[src/rtl/pe_dbuf.sv]
// Systolic MAC PE with double-buffered weight (shadow chain + active); PE_DBUF_SATURATE_EN selects saturating accumulate.
// Latency: every output registered, one cycle. Backpressure: none; active=0 freezes dataout/maccout, weight/control paths run.
module pe_dbuf #(
    parameter int DATA_W = 8,
    parameter int WGT_W  = 8,
    parameter int ACC_W  = 16
) (
    input  logic                     clk,
    input  logic                     rst_n,
    input  logic                     active,
    input  logic signed [DATA_W-1:0] datain,
    input  logic signed [ACC_W-1:0]  sumin,
    input  logic signed [WGT_W-1:0]  win,
    input  logic                     wload,
    input  logic                     wswap,
    output logic signed [DATA_W-1:0] dataout,
    output logic signed [ACC_W-1:0]  maccout,
    output logic signed [WGT_W-1:0]  wout,
    output logic                     wloadout,
    output logic                     wswapout,
    output logic                     activeout,
    output logic                     ovf
);
    localparam int PROD_W = DATA_W + WGT_W;

    if (ACC_W < PROD_W) begin : g_acc_w_check
        $error("pe_dbuf: ACC_W must be >= DATA_W+WGT_W");
    end

    logic signed [DATA_W-1:0] dataout_q;
    logic signed [ACC_W-1:0]  macc_q, macc_d;
    logic signed [WGT_W-1:0]  shadow_q, wout_q, weight_q;
    logic                     wload_q, wswap_q, active_q, ovf_q;

    logic signed [PROD_W-1:0] prod;
    logic signed [ACC_W-1:0]  prod_ext, sum_raw;
    logic                     ovf_c;

    always_comb begin
        prod     = PROD_W'(datain) * PROD_W'(weight_q);
        prod_ext = ACC_W'(prod);
        sum_raw  = sumin + prod_ext;
        // Signed overflow: like-signed addends producing a result of the other sign.
        ovf_c    = (sumin[ACC_W-1] == prod_ext[ACC_W-1]) &&
                   (sum_raw[ACC_W-1] != sumin[ACC_W-1]);
        macc_d   = sum_raw;
`ifdef PE_DBUF_SATURATE_EN
        if (ovf_c) begin
            macc_d = sumin[ACC_W-1] ? {1'b1, {(ACC_W-1){1'b0}}}
                                    : {1'b0, {(ACC_W-1){1'b1}}};
        end
`endif
    end

    always_ff @(posedge clk or negedge rst_n) begin
        if (!rst_n) begin
            dataout_q <= '0;
            macc_q    <= '0;
            shadow_q  <= '0;
            wout_q    <= '0;
            weight_q  <= '0;
            wload_q   <= 1'b0;
            wswap_q   <= 1'b0;
            active_q  <= 1'b0;
            ovf_q     <= 1'b0;
        end else begin
            active_q <= active;
            wload_q  <= wload;
            wswap_q  <= wswap;
            if (active) begin
                dataout_q <= datain;
                macc_q    <= macc_d;
                ovf_q     <= ovf_q | ovf_c;
            end
            // Swap and shift may coincide: weight takes the pre-edge shadow.
            if (wswap) begin
                weight_q <= shadow_q;
            end
            if (wload) begin
                shadow_q <= win;
                wout_q   <= shadow_q;
            end
        end
    end

    assign dataout   = dataout_q;
    assign maccout   = macc_q;
    assign wout      = wout_q;
    assign wloadout  = wload_q;
    assign wswapout  = wswap_q;
    assign activeout = active_q;
    assign ovf       = ovf_q;
endmodule

[config.mk]
export PLATFORM = sky130hd
export DESIGN_NAME = pe_dbuf
export DESIGN_NICKNAME = d
export VERILOG_FILES = /design/src/rtl/pe_dbuf.sv
export SDC_FILE = /design/constraint.sdc
export NUM_CORES = 1
export LEC_CHECK = 0
export BUFFER_PORTS_ARGS = -buffer_cell sky130_fd_sc_hd__buf_2
export CAP_MARGIN = 5
export CORE_MARGIN = 2
export CORE_UTILIZATION = 59
export DETAILED_ROUTE_END_ITERATION = 10
export PLACE_DENSITY = 0.82
export SETUP_SLACK_MARGIN = 0.3
export SLEW_MARGIN = 25
export SYNTH_ARGS = -nofsm -noshare
export SYNTH_HDL_FRONTEND = slang
export SYNTH_SLANG_ARGS = --single-unit
[constraint.sdc]
create_clock -name clk -period 7.4 [get_ports clk]
set_clock_uncertainty 0.1 [all_clocks]
set_input_delay 0.74 -clock clk [delete_from_list [all_inputs] [get_ports clk]]
set_output_delay 0.74 -clock clk [all_outputs]
set_load 0.01 [all_outputs]
# == Word level (Yosys, flattened, before mapping) ==
# Cells that the tools add are included.
# totals
input_bits,37
register_bits,52
output_inout_bits,36
# op_classes
n_reduce_logical,1
n_mul,1
add_sub_neg,1
eq_ne,2
n_bitwise,1
# op_table
op,count
16-bit adder,1
8-bit by 8-bit multiplier with 16-bit output,1
1-bit == test,1
1-bit logical AND,1
1-bit != test,1
1-bit OR,1

# == Depth between registers and ports, before layout ==
# Gate-level depths: netlist of run 1.
# depth
depth_word,5
mapped_depth,23
ltp_nobuf,23

# == Least setup slack after synthesis of run 1 ==
# Ideal clock, no wire load.
# synth_timing
kind,input-to-reg
start,input port datain[7]
end,"register ovf_q, in the netlist ovf"
required_ns,7.169
stages,23
path_slack_ns,1.536
arrival_ns,5.632
path_buffers,1
setup_ns,0.131
cell_sequence,clkbuf_1 > and2_1 > fa_1 > inv_1 > fa_1 > inv_1 > fa_1 > inv_1 > fa_1 > inv_1 > ha_1 > a21oi_1 > o21bai_1 > a21oi_1 > o21bai_1 > a2111o_1 > o211ai_1 > ha_1 > inv_1 > o21bai_1 > o41ai_4 > and4_1 > or3_1
# synth_via
elab_chain_cells,5
# synth_lines
item,line,rtl
start: declaration,11,"input logic signed [DATA_W-1:0] datain,"
8-bit by 8-bit multiplier with 16-bit output (*),40,prod = PROD_W'(datain) * PROD_W'(weight_q);
16-bit adder,42,sum_raw = sumin + prod_ext;
1-bit != test,45,(sum_raw[ACC_W-1] != sumin[ACC_W-1]);
1-bit logical AND (*),44,ovf_c = (sumin[ACC_W-1] == prod_ext[ACC_W-1]) &&
1-bit OR (*),73,ovf_q <= ovf_q | ovf_c;
end signal: assignment,73,
end: declaration,33,"logic wload_q, wswap_q, active_q, ovf_q;"
# Mark *: on every way between the ends. The rest lies on a longest branch, timed or not.
# A chain may end at the register's enable or synchronous reset.

# == Worst setup path in the final report of run 1 ==
# layout_timing
start,register weight_q[2]
end,"register ovf_q, in the netlist ovf"
# layout_via
elab_chain_cells,5
# layout_lines
item,line,rtl
start: declaration,32,"logic signed [WGT_W-1:0] shadow_q, wout_q, weight_q;"
start signal: assignment,77,weight_q <= shadow_q;
8-bit by 8-bit multiplier with 16-bit output (*),40,
16-bit adder,42,
1-bit != test,45,
1-bit logical AND (*),44,
1-bit OR (*),73,
# Marked as above.

==> reports/results.tsv, run 1 <==
metric	value	unit
status	finished clean	
final_core_util	68.5	%
drv_slew	0	
die-area	9400	um^2
synthTopCellsByArea	dfrtp_1 26%, fa_1 22%, ha_1 11%, mux2_2 9.5%, inv_1 6.3%	
ios	73	
fin_nets	692	
slowest_stage	dfrtp_1	
portBuffers	72	
drt_wl_total	10.4	mm
cts_buffers	5	
yosys.area.top_type	dfrtp_1	
seq_area_frac_synth	25.5	%
clk_pin_slew	110	ps
cts-htree-levels	2	
grt.met2_usage	40.5	%
setup_violations	0	
synth_most_common_cell	inv_1	
multiInputGateArea	3450	um^2
synth.distinct_cells	50	
cts_setup_buffers	0	
fin_area	5680	um^2
n_antenna_cell	0	
drive_gt1_share	24.8	%
syn_avg_cell_area	10.6	um^2
start_util	61.4	%
synth_top_area_share	25.5	%
cts-root-buf	clkbuf_8	
antenna_found_initial	0	
post_drt_wl_per_cell	15.8	um
syn2layout_area_growth	11.5	%
critPathKind	flop to flop	
tns	0	ps
rsz0062_at_grt	no	
busiest_layer	met2	
cts_tree	done	
grt_overflow	0	
grt_pass1_wl	18.1	mm
ys_warn_count	0	
slew_headroom	50.1	%
period_minus_slack	6000	ps
via_per_inst	5.48	
hpwl	8.29	mm
post_cts_resized	0	
clock-sinks	52	
async_flop_share	100	%
crit_chain	and2_1, fa_1, inv_1, fa_1, inv_1, fa_1, inv_1, fa_1, inv_1, ha_1, a21oi_1, o21bai_1, a21oi_1, o21bai_1, a21oi_1, xnor2_1, ha_1, o21ai_0, a31oi_2, o41ai_4, and4_1, or3_1	
fmax	167	MHz
max_cap_viol_count	0	
postPlaceCellArea	5570	um^2
route.vias.total	3625	
synth-seq-cells	52	
gp_congestion	0.871	
area.sequential	1300	um^2
timing.hold.ws	404	ps
synthFlopType	dfrtp_1	
first_iter_violations	148	
hp-class	flop to flop	
min_period_over_period	81.0	%
cts.path.max_buffers	2	
drc	0	
cp-start-kind	flop	
synth_commonest_cells	85 x inv_1, 56 x fa_1, 52 x dfrtp_1	
core_area	8300	um^2
arrival	6110	ps
grtUsageMet3	4.12	%
groute.usage.overall	23.9	%
hold_viol	0	
synth_cells	482	
grt_max_degree	53	
rows	33	
gr-usage-met1	31.7	%
critical-path-max-stage-delay	550	ps
endpoint_kind	flop	
detail-route-antenna-nets	0	
synth.cell_area	5100	um^2
synth_edf_count	0	
fill_cells	639	
die_h	96.9	um
critPathRequiredTime	7520	ps
first_pass_iters	4	
grt_pass1_vias	3853	
path_max_fanout	9	
die_x	96.9	um
worst_pin_slew	748	ps
syn-num-nets	619	
hold_buffers	0	
clock_latency	330	ps
state kept, by name (all words and copies together), names as in the netlist, 8 cells and up:
signal,count
dataout,8
wout,8
weight_q,8
shadow_q,8
maccout,16
metrics by stage:
stage	instances	worst slack (ps)
after floorplan	482	1540
after global placement	653	1270
after detailed placement	653	1120
after CTS	661	1360
after global routing	661	1020
final	661	1400
metal layers:
layer / part of all wire [%] / vias to the layer above
li1: - / 1712
met1: 41 / 1804
met2: 51 / 91
met3: 6.0 / 18
met4: 2.0 / 0
met5: 0 / -
worst max-delay path: cells and delay by family (launching register included):
family,cells,cell delay [ps]
AO/OA/AOI/OAI,8,1380
XOR/XNOR,1,110
adder cells (fa/ha/maj),6,2780
buffers and inverters,4,200
flip-flops,1,550
AND/OR/NAND/NOR,3,750
cells by family (layout without fill, tap and decap cells):
kind of cell | Yosys count | in the layout | share of synthesized area, %
buf+inv | 92 | 166 | 6.78
xor+xnor | 30 | 30 | 5.45
fa+ha+maj | 100 | 100 | 32.8
compound gates | 55 | 55 | 7.98
simple gates | 108 | 108 | 11.5
flops | 52 | 52 | 25.5
mux | 45 | 45 | 9.99
path summary, 6_finish.rpt:
kind                                               from                       to  slack, ps  cells after the start
min in group asynchronous                         rst_n  weight_q[3]$_DFFE_PN0P_        430                      2
max in group asynchronous                         rst_n  weight_q[7]$_DFFE_PN0P_       6330                      2
worst min-delay path                    ovf$_DFFE_PN0P_          ovf$_DFFE_PN0P_        400                      1
worst min register to register          ovf$_DFFE_PN0P_          ovf$_DFFE_PN0P_        400                      1
worst max register to register  weight_q[2]$_DFFE_PN0P_          ovf$_DFFE_PN0P_       1400                     22
worst max-delay path            weight_q[2]$_DFFE_PN0P_          ovf$_DFFE_PN0P_       1400                     22
area by class of cell:
class                   instances  area share [%]
repair buffers                 73            6.47
clock buffers                   5            1.21
well taps                     105            2.31
clock inverters                 3           0.814
multi-input cells             338            60.7
inverters                      85            5.61
flip-flops and latches         52            22.9
cells in the final DEF (no fill, tap or decap), types with 16 or more instances in the layout:
cell type  synthesis  layout
dfrtp_1           52      52
nand2_1           22      22
mux2_2            43      43
fa_1              56      56
buf_2              0      72
ha_1              44      44
inv_1             85      85
xnor2_1           25      25
and2_1            43      43
nor2_1            16      16
Power of run 1 is left out: the tool's default activity adds up to more than one toggle a clock period on the data nets, which glitch-free logic cannot reach.
==> run 2, diff against run 1 <==
ABC_AREA = 1   (was default)
CORE_UTILIZATION = 54   (was 59)
PLACE_DENSITY = 0.79   (was 0.82)
clock period = 4.9 ns   (was 7.4 ns; I/O delays follow)
==> run 2 against run 1 <==
The run now ends with negative setup slack left. Non-clock buffer count increased by 107. Global-route usage is 3.3 points higher. Cell count up 45%. Flip-flop and latch count unchanged. Worst setup slack got worse by 2200 ps. Register-to-register slack got worse by 2200 ps. Synthesized cell count increased by 38%. Critical endpoint is now maccout[14]$_DFFE_PN0P_.
==> reports/results.tsv, run 2 <==
metric	value	unit	change
status	finished, violations left		
violations	negative setup slack		
synth_edf_count	0		unchanged
drc	0		unchanged
layout_commonest_cell	nand2_1		
ys_warn_count	0		unchanged
synth_commonest_cells	166 x inv_1, 164 x nand2_1, 56 x fa_1		
arrival	5850	ps	-260 ps
drv_slew	0		unchanged
die_h	103	um	+5.8%
gr-usage-met1	30.7	%	-1.0 points
hp-class	primary input to asynchronous set/reset pin		
die-area	10500	um^2	+12%
cts_tree	done		
synthTopCellsByArea	dfrtp_1 25%, fa_1 21%, inv_1 12%, nand2_1 12%, ha_1 10%		
final_cell_mix	144 x nand2_1, 140 x inv_1, 95 x buf_4, 72 x buf_2, 52 x fa_1		
synth.distinct_cells	33		-34%
n_antenna_cell	0		unchanged
route.vias.total	5209		+44%
min_period_over_period	116	%	+35 points
worst_pin_slew	845	ps	+97.3 ps
hpwl	9.59	mm	+16%
fmax	176	MHz	+5.4%
grt.met2_usage	51.3	%	+11 points
synth.cell_area	5250	um^2	+2.9%
start_util	56.2	%	-5.2 points
via_per_inst	5.43		-0.96%
cts-root-buf	clkbuf_8		
grtUsageMet3	3.80	%	-0.32 points
syn2layout_area_growth	35.9	%	
multiInputGateArea	3720	um^2	+7.8%
critPathKind	flop to flop		
fin_area	7130	um^2	+25%
synth_top_area_share	24.8	%	-0.73 points
ios	73		unchanged
async_flop_share	100	%	unchanged
yosys.area.top_type	dfrtp_1		
final_core_util	76.5	%	+8.0 points
fill_cells	596		-6.7%
period_minus_slack	5690	ps	-305 ps
rows	35		+6.1%
critPathRequiredTime	5060	ps	-2460 ps
path_max_fanout	5		-4
core_area	9330	um^2	+12%
cts-htree-levels	2		unchanged
hold_viol	0		unchanged
post_drt_wl_per_cell	17.3	um	+9.4%
first_iter_violations	489		+230%
syn_avg_cell_area	7.87	um^2	-26%
die_x	103	um	+5.8%
drt_wl_total	16.6	mm	+59%
cp-start-kind	flop		
gp_congestion	0.884		+1.5%
area.sequential	1310	um^2	+0.67%
path_delay_family	adder cells		
synthFlopType	dfrtp_1		
detail-route-antenna-nets	0		unchanged
cts.path.max_buffers	2		unchanged
critical-path-max-stage-delay	540	ps	about the same
synth_cells	667		+38%
antenna_found_initial	0		unchanged
clock_latency	340	ps	about the same
timing.critical_path.buf_inv	8		+4
fin_nets	966		+40%
first_pass_iters	9		+5
instances_no_fill	959		+45%
busiest_layer	met2		
rsz0062_at_grt	yes		
setup_ws	-791	ps	-2190 ps
largest_reg_flops	16		unchanged
grt_pass1_wl	22.6	mm	+25%
syn-num-nets	804		+30%
grt_max_degree	53		unchanged
clk_pin_slew	130	ps	+20 ps
tns	-4880	ps	-4880 ps
clock-sinks	52		unchanged
grt_overflow	0		unchanged
postPlaceCellArea	6380	um^2	+15%
dp.cells	922		+41%
endpoint_kind	flop		
setup_violations	8		+8
cts_buffers	5		unchanged
seq_area_frac_synth	24.8	%	-0.73 points
synth_most_common_cell	inv_1		
drive_gt1_share	37.0	%	+12 points
slowest_stage	fa_1		
max_cap_viol_count	0		unchanged
synth-seq-cells	52		unchanged
portBuffers	72		unchanged
grt_pass1_vias	5295		+37%
groute.usage.overall	27.2	%	+3.3 points
slew_headroom	43.6	%	-6.6 points
-- run 2: cell count changes in the layout (fill, tap and decap cells not counted), moves of 25 or more --
| cell | previous run | this run |
|---|---|---|
| buf_4 | 1 | 95 |
| inv_2 | 0 | 25 |
| mux2_2 | 43 | 0 |
| inv_1 | 85 | 140 |
| nand2_1 | 22 | 144 |
| and2_1 | 43 | 0 |
-- run 2: final cells by class --
type	instances	share of cell area [%]
clock inverters	3	0.404
well taps	129	2.26
flip-flops and latches	52	18.4
multi-input cells	424	52.1
clock buffers	5	0.965
repair buffers	180	17.1
inverters	166	8.77
-- run 2: worst register-to-register path, delay by kind of cell, from the launching register on --
family                     cells  cell delay, ps
DFF                            1             420
adders and majority gates      6            2630
and+or+nand+nor               12            1190
AOI/OAI and AO/OA              3             450
xor gates and xnor gates       1             190
buffers and inverters          8             650
-- run 2: metal layers --
layer,up-vias,wire (um)
met5,-,0
met4,0,955
met3,100,1230
met2,296,8450
met1,2502,5930
li1,2311,-
-- run 2: path summary, 6_finish.rpt --
kind / from / to / slack (ps) / cells past startpoint
worst max-delay path: weight_q[7]$_DFFE_PN0P_ / maccout[14]$_DFFE_PN0P_ / -790 / 30
worst min-delay path: rst_n / dataout[1]$_DFFE_PN0P_ / 170 / 2
worst max register to register: weight_q[7]$_DFFE_PN0P_ / maccout[14]$_DFFE_PN0P_ / -790 / 30
worst min register to register: maccout[1]$_DFFE_PN0P_ / maccout[1]$_DFFE_PN0P_ / 390 / 2
max in group asynchronous: rst_n / weight_q[0]$_DFFE_PN0P_ / 4040 / 2
min in group clk: win[4] / shadow_q[4]$_DFFE_PN0P_ / 260 / 3
-- run 2: cell families after synthesis --
logic type | share of synthesized area [%]
XOR/XNOR | 2.84
AND/OR/NAND/NOR | 18.7
buffers and inverters | 13.8
adder cells (fa/ha/maj) | 31.9
AO/OA/AOI/OAI | 8.04
flip-flops | 24.8
-- run 2: per-stage QoR --
step / worst slack (ps) / hold slack [ps]
global placement: -513 / 349
floorplan: -357 / 94.4
CTS: -443 / 189
detailed placement: -785 / 357
global route: -975 / 234
finish: -791 / 166
-- run 2: repair_timing --
action,4_1_cts,5_1_grt
resized for setup,44,80
pin swaps,25,51
setup buffers,15,14
hold buffers,0,0
endpoints found under the setup margin,10,10
Power of run 2 is left out for the same reason.
